File: src/rtl/rcas8_sync.sv
// 8-bit ripple-carry adder/subtractor with a single registered output stage.
// mode=0 adds A1+A2; mode=1 subtracts as A1 + ~A2 + 1.
module rcas8_sync (
   input  logic       clk,
   input  logic       rst_n,
   input  logic       in_valid,
   input  logic [7:0] A1,
   input  logic [7:0] A2,
   input  logic       mode,
   output logic [7:0] S,
   output logic       C,
   output logic       V,
   output logic       out_valid
);

   localparam int unsigned W = 8;

   logic [W-1:0] b_c;
   logic [W-1:0] sum_c;
   logic [W:0]   carry_c;

   logic [W-1:0] s_q, s_d;
   logic         c_q, c_d;
   logic         v_q, v_d;
   logic         out_valid_q, out_valid_d;

   // Chain of full-adder cells; each carry feeds the next cell, no lookahead.
   always_comb begin
      b_c        = '0;
      sum_c      = '0;
      carry_c    = '0;
      carry_c[0] = mode;
      for (int unsigned i = 0; i < W; i++) begin
         b_c[i]       = A2[i] ^ mode;
         sum_c[i]     = A1[i] ^ b_c[i] ^ carry_c[i];
         carry_c[i+1] = (A1[i] & b_c[i]) | (carry_c[i] & (A1[i] ^ b_c[i]));
      end
   end

   // Capture a new result on valid input; otherwise hold the data and drop valid.
   always_comb begin
      s_d         = s_q;
      c_d         = c_q;
      v_d         = v_q;
      out_valid_d = 1'b0;
      if (in_valid) begin
         s_d         = sum_c;
         c_d         = carry_c[W];
         v_d         = carry_c[W] ^ carry_c[W-1];
         out_valid_d = 1'b1;
      end
   end

   always_ff @(posedge clk) begin
      if (!rst_n) begin
         s_q         <= '0;
         c_q         <= 1'b0;
         v_q         <= 1'b0;
         out_valid_q <= 1'b0;
      end else begin
         s_q         <= s_d;
         c_q         <= c_d;
         v_q         <= v_d;
         out_valid_q <= out_valid_d;
      end
   end

   assign S         = s_q;
   assign C         = c_q;
   assign V         = v_q;
   assign out_valid = out_valid_q;

endmodule

File: config.mk
export PLATFORM = sky130hd
export DESIGN_NAME = rcas8_sync
export DESIGN_NICKNAME = d
export VERILOG_FILES = /design/src/rtl/rcas8_sync.sv
export SDC_FILE = /design/constraint.sdc
export NUM_CORES = 1
export LEC_CHECK = 0
export BUFFER_PORTS_ARGS = -buffer_cell sky130_fd_sc_hd__buf_2
export CAP_MARGIN = 10
export CORE_MARGIN = 2
export CORE_UTILIZATION = 45
export CTS_BUF_LIST = sky130_fd_sc_hd__clkbuf_4
export DETAILED_ROUTE_END_ITERATION = 8
export PLACE_DENSITY = 0.84
export SETUP_SLACK_MARGIN = 0.1
export SLEW_MARGIN = 30
export SYNTH_ARGS = -nofsm -noshare
export SYNTH_HDL_FRONTEND = slang
export SYNTH_SLANG_ARGS = --single-unit
File: constraint.sdc
create_clock -name clk -period 9 [get_ports clk]
set_input_delay 0 -clock clk [delete_from_list [all_inputs] [get_ports clk]]
set_output_delay 0 -clock clk [all_outputs]
set_load 0.005 [all_outputs]
After elaboration in Yosys (flattened, before gate mapping):

Cells that the tools add are included.

* register bits after elaboration: 11
* input port bits: 20
* output and inout bits: 11

* multiplexer cells: 1
* bitwise logic cells: 49

Operators with widths (number)
* 1-bit XOR: 25
* 1-bit AND: 16
* 1-bit bitwise OR: 8
* 1-bit two-way mux: 1

Logic depth before layout (Yosys ltp):

Gate-level depths: netlist of the first run.

* word-level depth: 19
* depth in mapped cells: 12
* mapped depth without buffers: 11

Worst setup path after synthesis of the first run:

OpenSTA, ideal clock, no wires.

* path type: input to register
* from: input port mode
* to: register s_q[7], in the netlist S[7]
* library setup time: 0.116 ns
* data arrival time: 3.262 ns
* setup slack: 5.622 ns
* stages on the path: 12
* path buffers: 1
* cells stage by stage: buf_4 -> xnor2_1 -> fa_1 -> fa_1 -> fa_1 -> fa_1 -> fa_1 -> fa_1 -> inv_1 -> fa_1 -> mux2i_1 -> nor2b_1

* word-level cells in the longest chain between the ends: 17
* elaborated cells on any way between the ends: 38
* classes of those cells: 38 x bitwise

Ends and longest elaborated chain
* from (decl): RTL line 9 `input logic mode,`
* 1-bit XOR: RTL line 34 `b_c[i] = A2[i] ^ mode;`
* 1-bit XOR: RTL line 36 `carry_c[i+1] = (A1[i] & b_c[i]) | (carry_c[i] & (A1[i] ^ b_c[i]));`
* 1-bit AND: RTL line 36
* 1-bit bitwise OR: RTL line 36
* 1-bit AND: RTL line 36
* 1-bit bitwise OR: RTL line 36
* 1-bit AND: RTL line 36
* 1-bit bitwise OR: RTL line 36
* [... 2 more ...]
* 1-bit AND: RTL line 36
* 1-bit bitwise OR: RTL line 36
* 1-bit AND: RTL line 36
* 1-bit bitwise OR: RTL line 36
* 1-bit AND: RTL line 36
* 1-bit bitwise OR: RTL line 36
* 1-bit XOR (*): RTL line 35 `sum_c[i] = A1[i] ^ b_c[i] ^ carry_c[i];`
* via sum_c[7]: RTL line 19 `logic [W-1:0] sum_c;`
* to (signal assigned): RTL line 56 `s_q <= '0;`
* to (signal assigned): RTL line 61 `s_q <= s_d;`
* to (decl): RTL line 22 `logic [W-1:0] s_q, s_d;`

Mark *: on every way through the listed nets, which the timed path passes. The rest lies on a longest branch.
A chain may end at the register's enable or synchronous reset.

Final worst setup path of the first run:

Ends and elaborated chain as after synthesis.

==> impl_metrics.env, run 1 <==
export IMPL_wl_per_cell_um=10.5
export IMPL_worstMarginPinSlew_ns=0.288
export IMPL_grt_pass1_wl_mm=2.02
export IMPL_syn_num_nets=87
export IMPL_syn_area_per_cell_um2=11.1
export IMPL_clk_pin_slew_worst_paths_ns=0.07
export IMPL_setup_ws_ns=5.79
export IMPL_via_per_inst=4.84
export IMPL_final_util=0.617
export IMPL_crit_type="in -> reg"
export IMPL_gr_usage_met1=0.149
export IMPL_cp_arrival_ns=3.37
export IMPL_synth_top_cell_by_area="dfxtp_1"
export IMPL_layout_nets=118
export IMPL_root_buffer="clkbuf_4"
export IMPL_area_growth_pct=24.2
export IMPL_dieWidth_um=42.4
export IMPL_first_global_vias=510
export IMPL_met2_usage=0.280
export IMPL_path_max_fanout=8
export IMPL_holdWs_ns=0.0419
export IMPL_fp_dieH_um=42.4
export IMPL_seq_area_frac_synth=0.332
export IMPL_fin_cells=105
export IMPL_p_leak_nw=0.456
export IMPL_place_congestion=0.686
export IMPL_synthDistinctLibCells=17
export IMPL_yosysWarnings=0
export IMPL_fin_tns_setup_ns=0
export IMPL_endpoint_kind="flop"
export IMPL_fp_coreArea_um2=1330
export IMPL_p_per_area_nw_per_um2=158
export IMPL_antenna_found_initial=0
export IMPL_postCtsResizedCells=0
export IMPL_synth_edff_count=0
export IMPL_vias=508
export IMPL_max_slew_margin=0.808
export IMPL_hold_viol=0
export IMPL_antenna_cells=0
export IMPL_die_area_um2=1800
export IMPL_critPathLaunchType="primary input"
export IMPL_rsz0062_at_grt="false"
export IMPL_dp_slack_ns=5.48
export IMPL_finalSetupViolCount=0
export IMPL_synth_top_cell_area_share=0.332
export IMPL_min_path_type="in -> reg"
export IMPL_firstDrtPassIters=4
export IMPL_clock_path_buffers=2
export IMPL_worst_ir_drop_vdd_uv=87.1
export IMPL_max_freq_ghz=0.311
export IMPL_ys_seq_elements=11
export IMPL_drc=0
export IMPL_synthesis_instances=60
export IMPL_htree_levels=1
export IMPL_grt_usage=0.155
export IMPL_maxCapViolCount=0
export IMPL_gr_total_overflow=0
export IMPL_drtIter0Drc=2
export IMPL_drtAntennaViolNets=0
export IMPL_clkLatencyLatePin_ns=0.26
export IMPL_clock_skew_ns=0
export IMPL_post_cts_setup_buffers=0
export IMPL_syn_area_um2=663
export IMPL_globalRouteMet3Util=0.0647
export IMPL_period_needed_ns=3.21
export IMPL_cts_sinks=11
export IMPL_worstHoldStart="A1[0]"
export IMPL_start_util=0.497
export IMPL_outcome="finished clean"
export IMPL_num_rows=13
export IMPL_ctsHoldBuffers=0
export IMPL_worstSetupStartpoint="mode"
export IMPL_grt_max_degree=19
export IMPL_drive_above_1_share=0.389
export IMPL_synth_async_reset_ratio=0
export IMPL_placed_cell_area_um2=793
export IMPL_cts_buffers=3
export IMPL_r2r_start="V$_SDFFE_PN0P_"
export IMPL_dpl_hpwl_um=927
export IMPL_wl_mm=1.11
export IMPL_finalCritPeriodShare=0.357
export IMPL_synthFlopType="dfxtp_1"
export IMPL_dp_cells=101
export IMPL_finalPower_mw=0.130
export IMPL_port_buffer_count=30
export IMPL_maxSlewViolCount=0
export IMPL_yosys_top_cells_area="dfxtp_1 33%, fa_1 21%, xnor2_1 11%"
export IMPL_cts_tree="done"
export IMPL_busiest_layer="met2"
export IMPL_cp_required_ns=9.16
export IMPL_fin_area_um2=823
export IMPL_ios=31
cell type report:
| class | instances | area [µm²] |
|---|---|---|
| sequential | 11 | 220 |
| clock buffer | 4 | 30.0 |
| inverter | 7 | 26.3 |
| fill | 136 | 510 |
| tap | 15 | 18.8 |
| timing repair buffer | 30 | 150 |
| multi-input combinational | 38 | 378 |
sequential cells by signal, summed over array words and instances, names as in the netlist:
signal,flops
S,8
C,1
V,1
out_valid,1
critical path, stage by stage:
cell and delay [ns]:
buf_2 0.17, xnor2_1 0.16, fa_1 0.41, fa_1 0.38, fa_1 0.38, fa_1 0.38, fa_1 0.39, fa_1 0.40
inv_1 0.08, fa_1 0.41, mux2i_1 0.14, nor2b_1 0.05
where the power goes:
group | switching, mW | internal (mW) | total (mW)
Combinational | 0.0173 | 0.0201 | 0.0373
Sequential | 0.00252 | 0.0541 | 0.0566
Clock | 0.0158 | 0.0202 | 0.0359
layer usage:
layer / vias to the layer above / share of wire / wire, µm
met3: 4 / 0.082 / 91
met4: 0 / 0.023 / 25
met1: 233 / 0.39 / 431
met5: - / 0 / 0
li1: 249 / - / -
met2: 22 / 0.50 / 557
synth_stat cells, drive strengths merged (3+ instances only):
library cell	count
buf	4
dfxtp	11
fa	7
inv	7
mux2i	3
nand2	6
nor2b	3
o211a	6
xnor2	8
cell families after synthesis:
kind of cell / after synthesis / share of synthesized area
flip-flops: 11 / 0.332
AND/OR/NAND/NOR: 10 / 0.0755
AO/OA/AOI/OAI: 9 / 0.119
XOR/XNOR: 9 / 0.119
adder cells (fa/ha/maj): 7 / 0.211
buffers and inverters: 11 / 0.0981
multiplexers: 3 / 0.0453
final timing paths:
kind | endpoint | slack (ns) | depth (start not counted)
hold / removal | S[0]$_SDFFE_PN0P_ | 0.04 | 3
hold reg to reg | S[1]$_SDFFE_PN0P_ | 0.47 | 1
setup / recovery | S[7]$_SDFFE_PN0P_ | 5.79 | 12
setup reg to reg | V$_SDFFE_PN0P_ | 8.22 | 2
cell usage in the layout (no fill, tap or decap):
cell type  instances
buf_2             30
xnor2_1            8
xor2_1             1
a22o_1             1
inv_1              7
o211a_1            6
dfxtp_1           11
a21oi_1            1
fa_1               7
and2_4             1
nor2b_1            3
mux2i_1            3
clkbuf_4           4
nand2_1            6
o21ai_0            1
Power figures use the tool's default switching activity.
==> run 2, diff against run 1 <==
--- a/config.mk
+++ b/config.mk
@@ -8,10 +8,10 @@
 export BUFFER_PORTS_ARGS = -buffer_cell sky130_fd_sc_hd__buf_2
 export CAP_MARGIN = 10
 export CORE_MARGIN = 2
-export CORE_UTILIZATION = 45
+export CORE_UTILIZATION = 42
 export CTS_BUF_LIST = sky130_fd_sc_hd__clkbuf_4
 export DETAILED_ROUTE_END_ITERATION = 8
-export PLACE_DENSITY = 0.84
+export PLACE_DENSITY = 0.82
 export SETUP_SLACK_MARGIN = 0.1
 export SLEW_MARGIN = 30
 export SYNTH_ARGS = -nofsm -noshare
==> constraint.sdc (replaced) <==
create_clock -name clk -period 2.9 [get_ports clk]
set_input_delay 0 -clock clk [delete_from_list [all_inputs] [get_ports clk]]
set_output_delay 0 -clock clk [all_outputs]
set_load 0.005 [all_outputs]
==> run 2 against run 1 <==
Utilization is 0.80 points lower. Register-to-register slack worse by 6.1 ns. Combinational power grew to 3.6 times the previous value. Worst setup slack worse by 5.8 ns. Via count is 0.79% lower. Clock-buffer cell count stayed put. Largest cell class unchanged. Largest power group unchanged.
==> impl_metrics.env, run 2 (synthesized netlist as in run 1, its figures left out) <==
export IMPL_ios=31
export IMPL_cp_buffers_inverters=2
export IMPL_rsz0062_at_grt="true"
export IMPL_wl_mm=1.12
export IMPL_post_cts_setup_buffers=0
export IMPL_via_per_inst=4.58
export IMPL_cts_tree="done"
export IMPL_gr_total_overflow=0
export IMPL_min_path_type="in -> reg"
export IMPL_first_global_vias=476
export IMPL_clkLatencyLatePin_ns=0.26
export IMPL_endpoint_kind="flop"
export IMPL_wl_per_cell_um=10.2
export IMPL_root_buffer="clkbuf_4"
export IMPL_p_comb_frac=0.320
export IMPL_fin_tns_setup_ns=0
export IMPL_antenna_cells=0
export IMPL_finalSetupViolCount=0
export IMPL_grt_usage=0.128
export IMPL_largest_reg_flops=8
export IMPL_worst_path_stages=12
export IMPL_drtIter0Drc=0
export IMPL_place_congestion=0.707
export IMPL_max_freq_ghz=0.346
export IMPL_path_max_fanout=3
export IMPL_dieWidth_um=43.7
export IMPL_worstHoldStart="rst_n"
export IMPL_rr_endpoint="V$_SDFFE_PN0P_"
export IMPL_cp_required_ns=3.06
export IMPL_globalRouteMet3Util=0.0250
export IMPL_nFillCells=126
export IMPL_holdWs_ns=0.0823
export IMPL_layout_nets=122
export IMPL_regToRegSetupSlack_ns=2.14
export IMPL_crit_type="in -> reg"
export IMPL_whs_endpoint="S[6]$_SDFFE_PN0P_"
export IMPL_max_slew_margin=0.798
export IMPL_start_util=0.445
export IMPL_layout_common_cells="28 x buf_2, 11 x dfxtp_1, 7 x xnor2_1, 7 x fa_2"
export IMPL_crit_top_cell="fa_2"
export IMPL_firstDrtPassIters=1
export IMPL_outcome="finished clean"
export IMPL_critPathLaunchType="primary input"
export IMPL_clk_pin_slew_worst_paths_ns=0.07
export IMPL_die_area_um2=1910
export IMPL_clock_path_buffers=2
export IMPL_p_sw_frac=0.273
export IMPL_maxSlewViolCount=0
export IMPL_final_common_cell="buf_2"
export IMPL_port_buffer_count=30
export IMPL_slowest_stage="fa_2"
export IMPL_critPathMaxStageDelay_ns=0.41
export IMPL_drtAntennaViolNets=0
export IMPL_r2r_start="V$_SDFFE_PN0P_"
export IMPL_fp_dieH_um=43.7
export IMPL_p_per_area_nw_per_um2=464
export IMPL_num_rows=14
export IMPL_gr_usage_met1=0.176
export IMPL_grt_max_degree=19
export IMPL_maxCapViolCount=0
export IMPL_vias=504
export IMPL_area_growth_pct=36.8
export IMPL_crit_chain="buf_8 -> xnor2_4 -> fa_2 -> fa_2 -> fa_2 -> fa_2 -> fa_2 -> fa_2 -> inv_2 -> fa_2 -> mux2i_1 -> nor2b_1"
export IMPL_pwr_share_clk=0.264
export IMPL_rr_worst_depth=2
export IMPL_met2_usage=0.206
export IMPL_p_leak_nw=0.481
export IMPL_final_util=0.609
export IMPL_cp_arrival_ns=3.04
export IMPL_whs_path_depth=2
export IMPL_finalCritPeriodShare=0.995
export IMPL_drc=0
export IMPL_clock_skew_ns=0
export IMPL_power_switching_mw=0.115
export IMPL_cts_sinks=11
export IMPL_period_needed_ns=2.89
export IMPL_fp_coreArea_um2=1490
export IMPL_drive_above_1_share=0.511
export IMPL_htree_levels=1
export IMPL_busiest_layer="met2"
export IMPL_cts_buffers=3
export IMPL_antenna_found_initial=0
export IMPL_cpLargestDelayFamily="adder cells"
export IMPL_worst_ir_drop_vdd_uv=256
export IMPL_intPower_mw=0.306
export IMPL_worstMarginPinSlew_ns=0.303
export IMPL_seqPwrFrac=0.417
export IMPL_hold_viol=0
export IMPL_finalPower_mw=0.421
export IMPL_grt_pass1_wl_mm=1.85
[run 2: layout make-up]
| type | instances | area [µm²] | share of cell area |
|---|---|---|---|
| tap | 16 | 20.0 | 0.0221 |
| sequential | 11 | 220 | 0.243 |
| multi-input combinational | 38 | 414 | 0.457 |
| timing repair buffer | 34 | 196 | 0.217 |
| inverter | 7 | 26.3 | 0.0290 |
| clock buffer | 4 | 30.0 | 0.0331 |
[run 2: worst register-to-register path, cell delays in order, from the launching register on]
cell and delay (ns):
dfxtp_1 0.31, nor2b_1 0.12, a22o_1 0.23
[run 2: per-stage QoR]
stage	std cells	cell area [µm²]	setup WS (ns)
2_1_floorplan	60	712	-0.186
3_3_place_gp	106	861	-0.269
3_5_place_dp	106	861	-0.315
4_1_cts	110	907	0.0186
5_1_grt	110	907	-0.0744
6_report	110	907	0.0134
[run 2: worst max path at each step]
stage	start	endpoint
3_5_place_dp	mode	S[7]$_SDFFE_PN0P_
3_3_place_gp	mode	S[7]$_SDFFE_PN0P_
6_report	mode	S[7]$_SDFFE_PN0P_
5_1_grt	mode	S[7]$_SDFFE_PN0P_
4_1_cts	mode	S[7]$_SDFFE_PN0P_
2_1_floorplan	mode	S[7]$_SDFFE_PN0P_
[run 2: power by group through the flow]
| stage | Clock [mW] | Sequential (mW) | Combinational [mW] |
|---|---|---|---|
| finish | 0.111 | 0.175 | 0.135 |
| global route | 0.121 | 0.177 | 0.154 |
| CTS | 0.115 | 0.175 | 0.137 |
| detailed placement | 0 | 0.179 | 0.135 |
| global placement | 0 | 0.179 | 0.128 |
| floorplan | 0 | 0.181 | 0.0884 |
[run 2: per-layer routing]
metal	share of wire	up-vias
met2	0.51	18
met3	0.058	0
met4	0	0
met5	0	-
met1	0.43	229
li1	-	257
[run 2: what timing repair did]
item	CTS	global route
hold endpoints to repair	0	0
gates resized for setup	5	0
endpoints found under the setup margin	1	1
hold buffers	0	0
==> run 3, diff against run 2 <==
--- a/config.mk
+++ b/config.mk
@@ -8,10 +8,10 @@
 export BUFFER_PORTS_ARGS = -buffer_cell sky130_fd_sc_hd__buf_2
 export CAP_MARGIN = 10
 export CORE_MARGIN = 2
-export CORE_UTILIZATION = 42
+export CORE_UTILIZATION = 30
 export CTS_BUF_LIST = sky130_fd_sc_hd__clkbuf_4
 export DETAILED_ROUTE_END_ITERATION = 8
-export PLACE_DENSITY = 0.82
+export PLACE_DENSITY = 0.64
 export SETUP_SLACK_MARGIN = 0.1
 export SLEW_MARGIN = 30
 export SYNTH_ARGS = -nofsm -noshare
==> run 3 against run 2 <==
Die area rose by 36%. Clock power about the same. Critical endpoint unchanged. Design area rose by 1.7%. First-iteration DRC count unchanged.
==> impl_metrics.env, run 3 (synthesized netlist as in run 1, its figures left out) <==
export IMPL_final_util=0.429
export IMPL_drc=0
export IMPL_rr_worst_depth=2
export IMPL_clock_skew_ns=0
export IMPL_root_buffer="clkbuf_4"
export IMPL_start_util=0.309
export IMPL_whs_path_depth=2
export IMPL_worstHoldStart="rst_n"
export IMPL_p_leak_nw=0.481
export IMPL_cts_buffers=3
export IMPL_fin_tns_setup_ns=0
export IMPL_grt_usage=0.111
export IMPL_die_area_um2=2600
export IMPL_clk_pin_slew_worst_paths_ns=0.07
export IMPL_via_per_inst=4.11
export IMPL_regToRegSetupSlack_ns=2.14
export IMPL_period_needed_ns=2.88
export IMPL_finalCritPeriodShare=0.994
export IMPL_path_max_fanout=3
export IMPL_port_buffer_count=30
export IMPL_dp_slack_ns=-0.333
export IMPL_r2r_start="V$_SDFFE_PN0P_"
export IMPL_gr_total_overflow=0
export IMPL_endpoint_kind="flop"
export IMPL_crit_type="in -> reg"
export IMPL_grt_pass1_wl_mm=2.15
export IMPL_outcome="finished clean"
export IMPL_worstMarginPinSlew_ns=0.320
export IMPL_max_freq_ghz=0.347
export IMPL_cp_arrival_ns=3.04
export IMPL_largest_reg_flops=8
export IMPL_worst_ir_drop_vdd_uv=216
export IMPL_drive_above_1_share=0.511
export IMPL_setup_ws_ns=0.0165
export IMPL_drtAntennaViolNets=0
export IMPL_hold_viol=0
export IMPL_ios=31
export IMPL_whs_endpoint="S[3]$_SDFFE_PN0P_"
export IMPL_htree_levels=1
export IMPL_ctsHoldBuffers=0
export IMPL_grt_max_degree=19
export IMPL_max_slew_margin=0.787
export IMPL_min_path_type="in -> reg"
export IMPL_rr_endpoint="V$_SDFFE_PN0P_"
export IMPL_num_rows=17
export IMPL_finalPower_mw=0.424
export IMPL_final_common_cell="buf_2"
export IMPL_antenna_cells=0
export IMPL_maxCapViolCount=0
export IMPL_fp_dieH_um=51.0
export IMPL_dpl_hpwl_mm=1.05
export IMPL_wl_mm=1.26
export IMPL_layout_common_cells="28 x buf_2, 11 x dfxtp_1, 7 x xnor2_1, 7 x fa_2"
export IMPL_dieWidth_um=51.0
export IMPL_cts_sinks=11
export IMPL_firstDrtPassIters=1
export IMPL_vias=501
export IMPL_finalSetupViolCount=0
export IMPL_p_per_area_nw_per_um2=460
export IMPL_critPathLaunchType="primary input"
export IMPL_wl_per_cell_um=10.3
export IMPL_layout_nets=122
export IMPL_area_growth_pct=39.1
export IMPL_cts_tree="done"
export IMPL_cp_required_ns=3.06
export IMPL_drtIter0Drc=0
export IMPL_fp_coreArea_um2=2150
export IMPL_clock_path_buffers=2
export IMPL_place_congestion=0.662
export IMPL_first_global_vias=505
export IMPL_antenna_found_initial=0
export IMPL_rsz0062_at_grt="true"
export IMPL_maxSlewViolCount=0
export IMPL_clkLatencyLatePin_ns=0.26
[run 3: cell counts in the layout (fill, tap and decap cells not counted)]
Identical to the previous run, type by type.
[run 3: area by class of cell]
type	instances	area, µm²
Tap cell	28	35.0
Inverter	7	26.3
Clock buffer	4	30.0
Multi-Input combinational cell	38	414
Timing Repair Buffer	34	196
Sequential cell	11	220
Fill cell	220	1230
[run 3: worst max-delay path, stage by stage]
cell     delay, ns
buf_8         0.11
xnor2_4       0.13
fa_2          0.36
fa_2          0.35
fa_2          0.35
fa_2          0.35
fa_2          0.35
fa_2          0.37
inv_2         0.07
fa_2          0.41
mux2i_1       0.14
nor2b_1       0.05
[run 3: metrics by stage]
stage	hold slack [ns]	instances	area [µm²]
after floorplan	0.150	60	712
after global placement	0.355	118	876
after detailed placement	0.359	118	876
after CTS	0.0738	122	922
after global routing	0.0929	122	922
final	0.0793	122	922
[run 3: repair_timing]
action / CTS / global route
gates resized for setup: 5 / 0
hold endpoints to repair: 0 / 0
endpoints found under the setup margin: 1 / 1
buffers inserted: 0 / 0
[run 3: per-layer routing]
layer  wire length [µm]  up-vias  track usage  share of wire
met5                  0        -            0              0
met4                  0        0       0.0270              0
met3                122        0       0.0322          0.097
met2                602       23        0.177           0.48
met1                534      220        0.148           0.42
li1                   -      258            -              -
[run 3: worst max path at each step]
stage | startpoint | to | slack [ns] | cells after the start
floorplan | mode | S[7]$_SDFFE_PN0P_ | -0.19 | 12
global placement | mode | S[7]$_SDFFE_PN0P_ | -0.27 | 12
detailed placement | mode | S[7]$_SDFFE_PN0P_ | -0.33 | 12
CTS | mode | S[7]$_SDFFE_PN0P_ | 0.003 | 12
global route | mode | S[7]$_SDFFE_PN0P_ | -0.07 | 12
finish | mode | S[7]$_SDFFE_PN0P_ | 0.02 | 12
[run 3: power by group]
group	internal, mW	switching, mW	total [mW]
clock network	0.0625	0.0492	0.112
logic	0.0763	0.0605	0.137
registers	0.168	0.00740	0.175
total	0.307	0.117	0.424
